===== src/rtl/fifo_rd_pkg.sv =====
// Shared types and constants for the FIFO read-side burst reader.
package fifo_rd_pkg;

  localparam int DATA_WIDTH = 8;
  localparam int CNT_WIDTH  = 16;
  localparam int RD_LAT     = 1;
  localparam int SKID_DEPTH = 2;
  localparam int OCC_WIDTH  = 2;

  typedef enum logic [1:0] {
    ST_IDLE  = 2'd0,
    ST_RUN   = 2'd1,
    ST_DRAIN = 2'd2,
    ST_DONE  = 2'd3
  } state_e;

  // True while buffered plus in-flight words leave room for one more read.
  function automatic logic f_skid_room(input logic [OCC_WIDTH-1:0] occ, input logic inflight);
    logic [OCC_WIDTH:0] sum;
    sum = {1'b0, occ} + {{OCC_WIDTH{1'b0}}, inflight};
    return (int'(sum) < SKID_DEPTH);
  endfunction

endpackage


===== src/rtl/fifo_rd_burst_reader_skid.sv =====
// Two-entry valid/ready buffer; an arriving word cuts straight through when
// the buffer is empty so a ready sink sees it in the same cycle.
module skid_buf2
  import fifo_rd_pkg::*;
#(
  parameter int Data_Width = DATA_WIDTH
) (
  input  logic                  i_clk,
  input  logic                  i_rst,
  input  logic                  i_push,
  input  logic [Data_Width-1:0] i_push_data,
  input  logic                  i_ready,
  output logic                  o_valid,
  output logic [Data_Width-1:0] o_data,
  output logic [OCC_WIDTH-1:0]  o_occ
);

  logic [Data_Width-1:0] r_d0;
  logic [Data_Width-1:0] r_d1;
  logic [OCC_WIDTH-1:0]  r_occ;
  logic                  w_valid;
  logic                  w_pop;

  // Head selection: stored head first, otherwise the word arriving this cycle.
  always_comb begin
    w_valid = (r_occ != 2'd0) || i_push;
    w_pop   = w_valid && i_ready;
    if ((r_occ == 2'd0) && i_push) begin
      o_data = i_push_data;
    end else begin
      o_data = r_d0;
    end
  end

  // Storage update; a push into a full buffer cannot happen under the issue rule.
  always_ff @(posedge i_clk) begin
    if (i_rst) begin
      r_d0  <= {Data_Width{1'b0}};
      r_d1  <= {Data_Width{1'b0}};
      r_occ <= 2'd0;
    end else begin
      case (r_occ)
        2'd0: begin
          if (i_push && !i_ready) begin
            r_d0  <= i_push_data;
            r_occ <= 2'd1;
          end
        end
        2'd1: begin
          if (w_pop) begin
            if (i_push) begin
              r_d0 <= i_push_data;
            end else begin
              r_occ <= 2'd0;
            end
          end else if (i_push) begin
            r_d1  <= i_push_data;
            r_occ <= 2'd2;
          end
        end
        2'd2: begin
          if (w_pop) begin
            r_d0 <= r_d1;
            if (i_push) begin
              r_d1 <= i_push_data;
            end else begin
              r_occ <= 2'd1;
            end
          end
        end
        default: r_occ <= 2'd0;
      endcase
    end
  end

  assign o_valid = w_valid;
  assign o_occ   = r_occ;

endmodule


===== src/rtl/fifo_rd_burst_reader.sv =====
// Read-domain burst consumer: pulls burst_len words from the FIFO read port
// and forwards them on a valid/ready stream through a 2-entry skid buffer.
module fifo_rd_burst_reader
  import fifo_rd_pkg::*;
#(
  parameter int Data_Width = DATA_WIDTH,
  parameter int Cnt_Width  = CNT_WIDTH,
  parameter int Rd_Lat     = RD_LAT
) (
  input  logic                  i_rd_clk,
  input  logic                  i_rd_rst,
  input  logic                  i_start,
  input  logic [Cnt_Width-1:0]  i_burst_len,
  output logic                  o_busy,
  output logic                  o_done,
  input  logic                  i_empty,
  output logic                  o_rd_en,
  input  logic [Data_Width-1:0] i_data_out,
  output logic [Data_Width-1:0] o_m_data,
  output logic                  o_m_valid,
  input  logic                  i_m_ready,
  output logic [Cnt_Width-1:0]  o_xfer_count
);

  localparam logic [Cnt_Width-1:0] CNT_ZERO = {Cnt_Width{1'b0}};
  localparam logic [Cnt_Width-1:0] CNT_ONE  = {{(Cnt_Width-1){1'b0}}, 1'b1};

  state_e                 r_state;
  state_e                 w_next;
  logic [Cnt_Width-1:0]   r_len;
  logic [Cnt_Width-1:0]   r_issued;
  logic [Cnt_Width-1:0]   r_xfer;
  logic [Rd_Lat-1:0]      r_lat_pipe;
  logic                   w_inflight;
  logic                   w_rd_en;
  logic                   w_xfer;
  logic                   w_accept;
  logic [OCC_WIDTH-1:0]   w_occ;
  logic                   w_m_valid;
  logic [Data_Width-1:0]  w_m_data;

  // The occupancy bound counts a single in-flight word, so only Rd_Lat=1 is supported.
  assign w_inflight = r_lat_pipe[Rd_Lat-1];
  assign w_xfer     = w_m_valid && i_m_ready;
  assign w_accept   = (r_state == ST_IDLE) && i_start;

  // FSM state register.
  always_ff @(posedge i_rd_clk) begin
    if (i_rd_rst) begin
      r_state <= ST_IDLE;
    end else begin
      r_state <= w_next;
    end
  end

  // FSM next-state logic.
  always_comb begin
    w_next = r_state;
    case (r_state)
      ST_IDLE: begin
        if (i_start) begin
          if (i_burst_len == CNT_ZERO) begin
            w_next = ST_DONE;
          end else begin
            w_next = ST_RUN;
          end
        end else begin
          w_next = ST_IDLE;
        end
      end
      ST_RUN: begin
        if (w_rd_en && ((r_issued + CNT_ONE) == r_len)) begin
          w_next = ST_DRAIN;
        end else begin
          w_next = ST_RUN;
        end
      end
      ST_DRAIN: begin
        if ((r_xfer == r_len) && (w_occ == 2'd0) && !w_inflight) begin
          w_next = ST_DONE;
        end else begin
          w_next = ST_DRAIN;
        end
      end
      ST_DONE:  w_next = ST_IDLE;
      default:  w_next = ST_IDLE;
    endcase
  end

  // FSM outputs: read strobe, busy and the done pulse.
  always_comb begin
    w_rd_en = 1'b0;
    o_busy  = 1'b0;
    o_done  = 1'b0;
    case (r_state)
      ST_RUN: begin
        w_rd_en = !i_empty && (r_issued < r_len) && f_skid_room(w_occ, w_inflight);
        o_busy  = 1'b1;
      end
      ST_DRAIN: o_busy = 1'b1;
      ST_DONE:  o_done = 1'b1;
      default: begin
        w_rd_en = 1'b0;
        o_busy  = 1'b0;
        o_done  = 1'b0;
      end
    endcase
  end

  // Burst length, issue/transfer counters and the read-latency pipe.
  always_ff @(posedge i_rd_clk) begin
    if (i_rd_rst) begin
      r_len      <= CNT_ZERO;
      r_issued   <= CNT_ZERO;
      r_xfer     <= CNT_ZERO;
      r_lat_pipe <= {Rd_Lat{1'b0}};
    end else begin
      if (w_accept) begin
        r_len    <= i_burst_len;
        r_issued <= CNT_ZERO;
        r_xfer   <= CNT_ZERO;
      end else begin
        if (w_rd_en) begin
          r_issued <= r_issued + CNT_ONE;
        end
        if (w_xfer) begin
          r_xfer <= r_xfer + CNT_ONE;
        end
      end
      r_lat_pipe <= Rd_Lat'({r_lat_pipe, w_rd_en});
    end
  end

  skid_buf2 #(
    .Data_Width (Data_Width)
  ) u_skid (
    .i_clk       (i_rd_clk),
    .i_rst       (i_rd_rst),
    .i_push      (w_inflight),
    .i_push_data (i_data_out),
    .i_ready     (i_m_ready),
    .o_valid     (w_m_valid),
    .o_data      (w_m_data),
    .o_occ       (w_occ)
  );

  assign o_rd_en      = w_rd_en;
  assign o_m_valid    = w_m_valid;
  assign o_m_data     = w_m_data;
  assign o_xfer_count = r_xfer;

endmodule


===== config.mk =====
export PLATFORM = sky130hd
export DESIGN_NAME = fifo_rd_burst_reader
export DESIGN_NICKNAME = d
export VERILOG_FILES = /design/src/rtl/fifo_rd_pkg.sv /design/src/rtl/fifo_rd_burst_reader_skid.sv /design/src/rtl/fifo_rd_burst_reader.sv
export SDC_FILE = /design/constraint.sdc
export NUM_CORES = 1
export LEC_CHECK = 0
export CAP_MARGIN = 5
export CORE_MARGIN = 5
export CORE_UTILIZATION = 45
export CTS_CLUSTER_SIZE = 14
export DETAILED_ROUTE_END_ITERATION = 8
export PLACE_DENSITY_LB_ADDON = 0.15
export REMOVE_ABC_BUFFERS = 1
export SLEW_MARGIN = 20
export SYNTH_ARGS = -nofsm -noshare
export SYNTH_HDL_FRONTEND = slang
export SYNTH_SLANG_ARGS = --single-unit

===== constraint.sdc =====
create_clock -name i_rd_clk -period 3.9 [get_ports i_rd_clk]
set_input_delay 0.585 -clock i_rd_clk [delete_from_list [all_inputs] [get_ports i_rd_clk]]
set_output_delay 0.585 -clock i_rd_clk [all_outputs]
set_load 0.02 [all_outputs]

==> flow_metrics.py, run 1 <==
metrics = {
    "run_status": {
        "outcome": "completed",
    },
    "power_and_ir_drop": {
        "clockPowerShare": 0.315,
        "peakVddDrop_mv": 0.208,
        "power.switching_uw": 521,
        "netSwitchingFraction": 0.311,
        "power.share.combinational": 0.220,
        "total_power_mw": 1.67,
        "seq_power_share": 0.465,
        "power.leakage_nw": 1.83,
        "p_per_area_nw_per_um2": 336,
        "p_int_mw": 1.15,
    },
    "yosys": {
        "ys_async_sr_fraction": 0,
        "synth_fa_ha_area_frac": 0.0845,
        "synth_compound_area_frac": 0.118,
        "synth_top_area_frac": 0.333,
        "synthCells": 495,
        "yosysTopAreaCell": "dfxtp_1",
        "synthDistinctLibCells": 52,
        "syn_area_um2": 4150,
        "netlist_top_cells_count": "69 x dfxtp_1, 57 x nand2_1, 57 x nor2_1",
        "muxShareOfSynthArea": 0.0627,
        "synth_xor_xnor_area_share": 0.133,
        "synth.avg_cell_area_um2": 8.38,
        "synth.yosys.warnings": 0,
        "ys_seq_area_frac": 0.333,
        "synth_seq_cells": 69,
        "synth_top_family_by_area": "simple AND/OR/NAND/NOR gates",
        "synth.most_common_cell": "dfxtp_1",
        "synth_edf_count": 0,
        "netlist_top_cells_area": "dfxtp_1 33%, ha_1 8.4%, xor2_1 7.0%, xnor2_1 6.3%, nand2_1 5.2%",
        "synth_ff_type": "dfxtp_1",
        "synth-simple-area-share": 0.227,
    },
    "sta": {
        "tightest_slew_ns": 0.940,
        "finalHoldViolCount": 0,
        "slew_headroom": 0.372,
        "period_share": 0.937,
        "finalSetupViolCount": 0,
        "rsz0062_at_grt": "false",
        "period_needed_ns": 3.65,
        "maxSlewViolCount": 0,
        "layout_setup_ws_ns": 0.245,
        "fmax_ghz": 0.274,
        "skew_ns": 0.0149,
        "tns_ns": 0,
    },
    "clock_tree": {
        "postCtsSetupBuffers": 0,
        "cts_tree": "done",
        "clockBufferDepth": 2,
        "cts_sinks": 69,
        "cts_resized": 0,
        "htreeDepth": 3,
        "cts_hold_buffers": 0,
        "cts_buffers": 9,
        "insertion_delay_ns": 0.36,
        "cts.clk_slew.worst_paths_ns": 0.09,
        "cts_root_buf": "clkbuf_8",
    },
    "floorplanning": {
        "die-width_um": 106,
        "ioPinCount": 57,
        "initial_core_util": 0.455,
        "die_h_um": 106,
        "die_area_um2": 11200,
        "fp-row-count": 35,
        "core_area_um2": 9110,
    },
    "detailed_routing": {
        "avgRoutedWirePerCell_um": 15.6,
        "drc": 0,
        "dr.first_iter.drc_count": 177,
        "vias_per_cell": 5.45,
        "wl_um": 10300,
        "drtAntennaViolNets": 0,
        "dr.pass1.iters": 5,
        "route.vias.total": 3616,
    },
    "cells_and_area": {
        "num_antenna_cells": 0,
        "drive_gt1_frac": 0.0888,
        "synthToLayoutAreaGrowth_pct": 20.1,
        "fin_nets": 604,
    },
    "critical_path": {
        "worstPathCellList": "inv_1, ha_1, a21oi_2, o21ai_2, a2111oi_4, a2111oi_2, buf_4, or2_4, inv_1, clkdlybuf4s50_1",
        "endpoint_kind": "output pin",
        "crit_slowest_cell": "clkdlybuf4s50_1",
        "cp_top_family": "buffers and inverters",
        "cp_slowest_stage_delay_ns": 0.61,
        "critPathArrivalTime_ns": 3.07,
        "cp_max_fo": 15,
        "required_ns": 3.31,
        "start_kind": "register",
        "criticalPathCategory": "reg -> out",
        "critPathBufInv": 4,
        "path_common_cell": "inv_1",
    },
    "placement": {
        "dpl.hpwl_um": 7880,
        "dp_slack_ns": 0.598,
        "place.gp.congestion": 0.868,
        "numPortBuffers": 56,
    },
    "run": {
        "cap_viol_max_count": 0,
    },
    "global_route": {
        "grt_pass1_vias": 3434,
        "globalRouteTotalUtil": 0.191,
        "grt_first_pass_wirelength_um": 17200,
        "antenna_found_initial": 0,
        "overflow": 0,
        "grt_max_degree": 41,
    },
    "hold_path": {
        "hp-class": "reg -> reg",
    },
}
## placed cells by master, fill, tap and decap left out, types with 2 or more instances in the layout
cell type        instances
clkinv_4                 3
ha_1                    28
or3_1                    6
nor2b_1                  4
nand4_1                  8
o22a_1                   2
nand2b_1                 3
nand3_2                  3
nand2_1                 57
or2_2                    4
a21oi_2                  2
buf_4                    6
nand3_1                 15
o211ai_1                 2
xnor2_1                 30
xor2_1                  33
nor4_1                  13
mux2_2                   8
o21ai_0                 10
nor4b_1                  2
clkbuf_8                 9
dfxtp_1                 69
clkdlybuf4s50_1         56
a211oi_1                10
and3_1                   3
a21oi_1                 29
mux2i_1                 17
a31o_2                   2
nor3_1                  10
nor3b_1                  2
and2_1                   2
nor2_1                  57
inv_1                   23
## worst reg2reg max path, delay by kind of cell (launching register included)
family                   cells  cell delay, ns
AO/OA/AOI/OAI                5            0.89
flip-flops                   1            0.44
buffers and inverters        2            0.30
AND/OR/NAND/NOR              2            0.88
adder cells (fa/ha/maj)      1            0.32
## routing by layer
layer / track usage / vias up / part of all wire
met4: 0.0564 / 0 / 0.015
met2: 0.302 / 88 / 0.47
met5: 0 / - / 0
met3: 0.0492 / 13 / 0.056
li1: - / 1811 / -
met1: 0.257 / 1704 / 0.46
## through the flow
step / std cells / utilization / area (µm²) / hold WS [ns]
floorplan: 474 / - / 4060 / 0.459
global placement: 647 / 0.528 / 4810 / 0.472
detailed placement: 647 / 0.528 / 4810 / 0.487
CTS: 663 / 0.547 / 4980 / 0.505
global route: 663 / 0.547 / 4980 / 0.520
finish: 663 / 0.547 / 4980 / 0.501
## power groups by stage
stage	Combinational (mW)	Sequential [mW]	Clock, mW
3_3_place_gp	0.366	0.793	0
5_1_grt	0.408	0.785	0.578
4_1_cts	0.373	0.779	0.545
2_1_floorplan	0.227	0.784	0
6_report	0.369	0.779	0.527
3_5_place_dp	0.371	0.795	0
## layout make-up
type,count,area (µm²)
fillers,877,4130
well taps,111,139
repair buffers,62,606
multi-input cells,382,2590
inverters,23,86.3
flip-flops and latches,69,1380
clock buffers,10,128
clock inverters,6,47.5
## registers in the layout (all words and copies together) (netlist names)
| register | flops |
|---|---|
| o_xfer_count | 16 |
| u_skid.r_d0 | 8 |
| u_skid.r_d1 | 8 |
| r_len | 16 |
| u_skid.o_occ | 2 |
| r_issued | 16 |
| r_state | 2 |
| r_lat_pipe | 1 |
## final timing paths
check | slack [ns] | depth (start not counted) | startpoint | end
max | 0.25 | 10 | r_len[9]$_SDFFE_PP0P_ | o_rd_en
min reg2reg | 0.50 | 2 | u_skid.r_d0[0]$_SDFFE_PP0P_ | u_skid.r_d0[0]$_SDFFE_PP0P_
max reg2reg | 0.98 | 10 | r_len[9]$_SDFFE_PP0P_ | r_state[1]$_SDFF_PP0_
min | 0.50 | 2 | u_skid.r_d0[0]$_SDFFE_PP0P_ | u_skid.r_d0[0]$_SDFFE_PP0P_
## logic make-up after synthesis
family / Yosys count
compound gates: 71
simple gates: 195
flops: 69
fa+ha+maj: 28
xor+xnor: 63
mux: 25
buf+inv: 44
Power figures use the tool's default switching activity.
==> inputs of run 2 (changes only) <==
--- a/config.mk
+++ b/config.mk
@@ -5,11 +5,13 @@
 export SDC_FILE = /design/constraint.sdc
 export NUM_CORES = 1
 export LEC_CHECK = 0
+export ABC_CLOCK_PERIOD_IN_PS = 3900
 export CAP_MARGIN = 5
-export CORE_MARGIN = 5
+export CORE_MARGIN = 3
 export CORE_UTILIZATION = 45
 export CTS_CLUSTER_SIZE = 14
 export DETAILED_ROUTE_END_ITERATION = 8
+export GPL_ROUTABILITY_DRIVEN = 1
 export PLACE_DENSITY_LB_ADDON = 0.15
 export REMOVE_ABC_BUFFERS = 1
 export SLEW_MARGIN = 20
==> flow_metrics.py, run 2 (same netlist as run 1, synthesis figures left out) <==
metrics = {
    "run_status": {
        "outcome": "completed",
    },
    "power_and_ir_drop": {
        "peakVddDrop_mv": 0.218,
        "power.share.combinational": 0.214,
        "netSwitchingFraction": 0.292,
        "power.leakage_nw": 1.84,
        "p_int_mw": 1.24,
        "clockPowerShare": 0.343,
        "power.switching_uw": 513,
        "p_per_area_nw_per_um2": 351,
        "seq_power_share": 0.443,
    },
    "sta": {
        "tns_ns": 0,
        "rsz0062_at_grt": "false",
        "skew_ns": 0.0130,
        "tightest_slew_ns": 0.927,
        "maxSlewViolCount": 0,
        "slew_headroom": 0.381,
        "period_share": 0.938,
        "finalHoldViolCount": 0,
        "period_needed_ns": 3.66,
        "fmax_ghz": 0.273,
        "finalSetupViolCount": 0,
    },
    "critical_path": {
        "criticalPathCategory": "reg -> out",
        "critPathBufInv": 4,
        "cp_max_fo": 15,
        "start_kind": "register",
        "cp_slowest_stage_delay_ns": 0.64,
        "crit_slowest_cell": "clkdlybuf4s50_1",
        "required_ns": 3.31,
        "critPathArrivalTime_ns": 3.07,
        "endpoint_kind": "output pin",
        "cp_top_family": "buffers and inverters",
        "worstPathCellList": "inv_1, ha_1, a21oi_2, o21ai_2, a2111oi_4, a2111oi_2, buf_4, or2_4, inv_1, clkdlybuf4s50_1",
        "path_common_cell": "inv_1",
    },
    "global_route": {
        "globalRouteTotalUtil": 0.210,
        "overflow": 0,
        "grt_pass1_vias": 3526,
        "antenna_found_initial": 0,
        "grt_max_degree": 33,
        "grt_first_pass_wirelength_um": 17400,
    },
    "cells_and_area": {
        "fin_nets": 604,
        "num_antenna_cells": 0,
        "final_common_cell": "dfxtp_1",
        "layoutNonFillerInstCount": 659,
        "layout_common_cells": "69 x dfxtp_1, 57 x nand2_1, 57 x nor2_1",
        "synthToLayoutAreaGrowth_pct": 20.6,
        "drive_gt1_frac": 0.0889,
    },
    "placement": {
        "dp_cells": 644,
        "numPortBuffers": 56,
        "place.gp.congestion": 0.949,
        "dpl.hpwl_um": 7750,
    },
    "detailed_routing": {
        "drtAntennaViolNets": 0,
        "drc": 0,
        "dr.pass1.iters": 5,
        "wl_um": 10300,
        "dr.first_iter.drc_count": 137,
        "vias_per_cell": 5.48,
        "avgRoutedWirePerCell_um": 15.6,
        "route.vias.total": 3612,
    },
    "clock_tree": {
        "cts_hold_buffers": 0,
        "postCtsSetupBuffers": 0,
        "cts_buffers": 9,
        "cts.clk_slew.worst_paths_ns": 0.07,
        "insertion_delay_ns": 0.35,
        "cts_root_buf": "clkbuf_8",
        "htreeDepth": 3,
        "cts_sinks": 69,
        "cts_resized": 0,
        "clockBufferDepth": 2,
        "cts_tree": "done",
    },
    "floorplanning": {
        "die-width_um": 102,
        "core_area_um2": 8850,
        "die_h_um": 102,
        "fp-row-count": 34,
        "ioPinCount": 57,
        "die_area_um2": 10400,
        "initial_core_util": 0.469,
    },
    "hold_path": {
        "hp-class": "reg -> reg",
    },
    "run": {
        "cap_viol_max_count": 0,
    },
}
==> run 2: power groups by stage <==
stage	registers [mW]	clock network (mW)	logic [mW]
floorplan	0.784	0	0.227
global placement	0.791	0	0.368
detailed placement	0.793	0	0.374
CTS	0.777	0.614	0.377
global route	0.783	0.644	0.411
finish	0.778	0.603	0.375
==> run 2: worst min-delay path, stage by stage (launching register included) <==
cell	delay [ns]
dfxtp_1	0.33
mux2i_1	0.06
nor2_1	0.07
==> run 2: final timing paths <==
check	slack, ns	end	cells past startpoint	start
min reg2reg	0.50	u_skid.r_d1[1]$_SDFFE_PP0P_	2	u_skid.r_d1[1]$_SDFFE_PP0P_
max	0.24	o_rd_en	10	r_len[9]$_SDFFE_PP0P_
max reg2reg	1.01	r_state[1]$_SDFF_PP0_	10	r_len[9]$_SDFFE_PP0P_
min	0.50	u_skid.r_d1[1]$_SDFFE_PP0P_	2	u_skid.r_d1[1]$_SDFFE_PP0P_
==> run 2: area by class of cell <==
type | count | area [µm²]
sequential | 69 | 1380
timing repair buffer | 62 | 606
multi-input combinational | 382 | 2590
inverter | 23 | 86.3
tap | 108 | 135
fill | 864 | 3850
clock inverter | 4 | 47.5
clock buffer | 11 | 151
==> run 2: layer usage <==
layer	vias to the layer above	wire (µm)	track usage
met5	-	0	0
met4	0	104	0.0414
met3	8	402	0.0512
met2	74	4630	0.323
met1	1710	5180	0.301
li1	1820	-	-
==> run 2: per-stage QoR <==
| step | setup slack (ns) | power, mW | hold slack (ns) | util | cell area [µm²] |
|---|---|---|---|---|---|
| 2_1_floorplan | 0.933 | 1.01 | 0.459 | - | 4060 |
| 4_1_cts | 0.211 | 1.77 | 0.503 | 0.565 | 5000 |
| 3_3_place_gp | 0.658 | 1.16 | 0.474 | 0.543 | 4800 |
| 5_1_grt | 0.0380 | 1.84 | 0.527 | 0.565 | 5000 |
| 3_5_place_dp | 0.591 | 1.17 | 0.485 | 0.543 | 4800 |
| 6_report | 0.242 | 1.76 | 0.497 | 0.565 | 5000 |
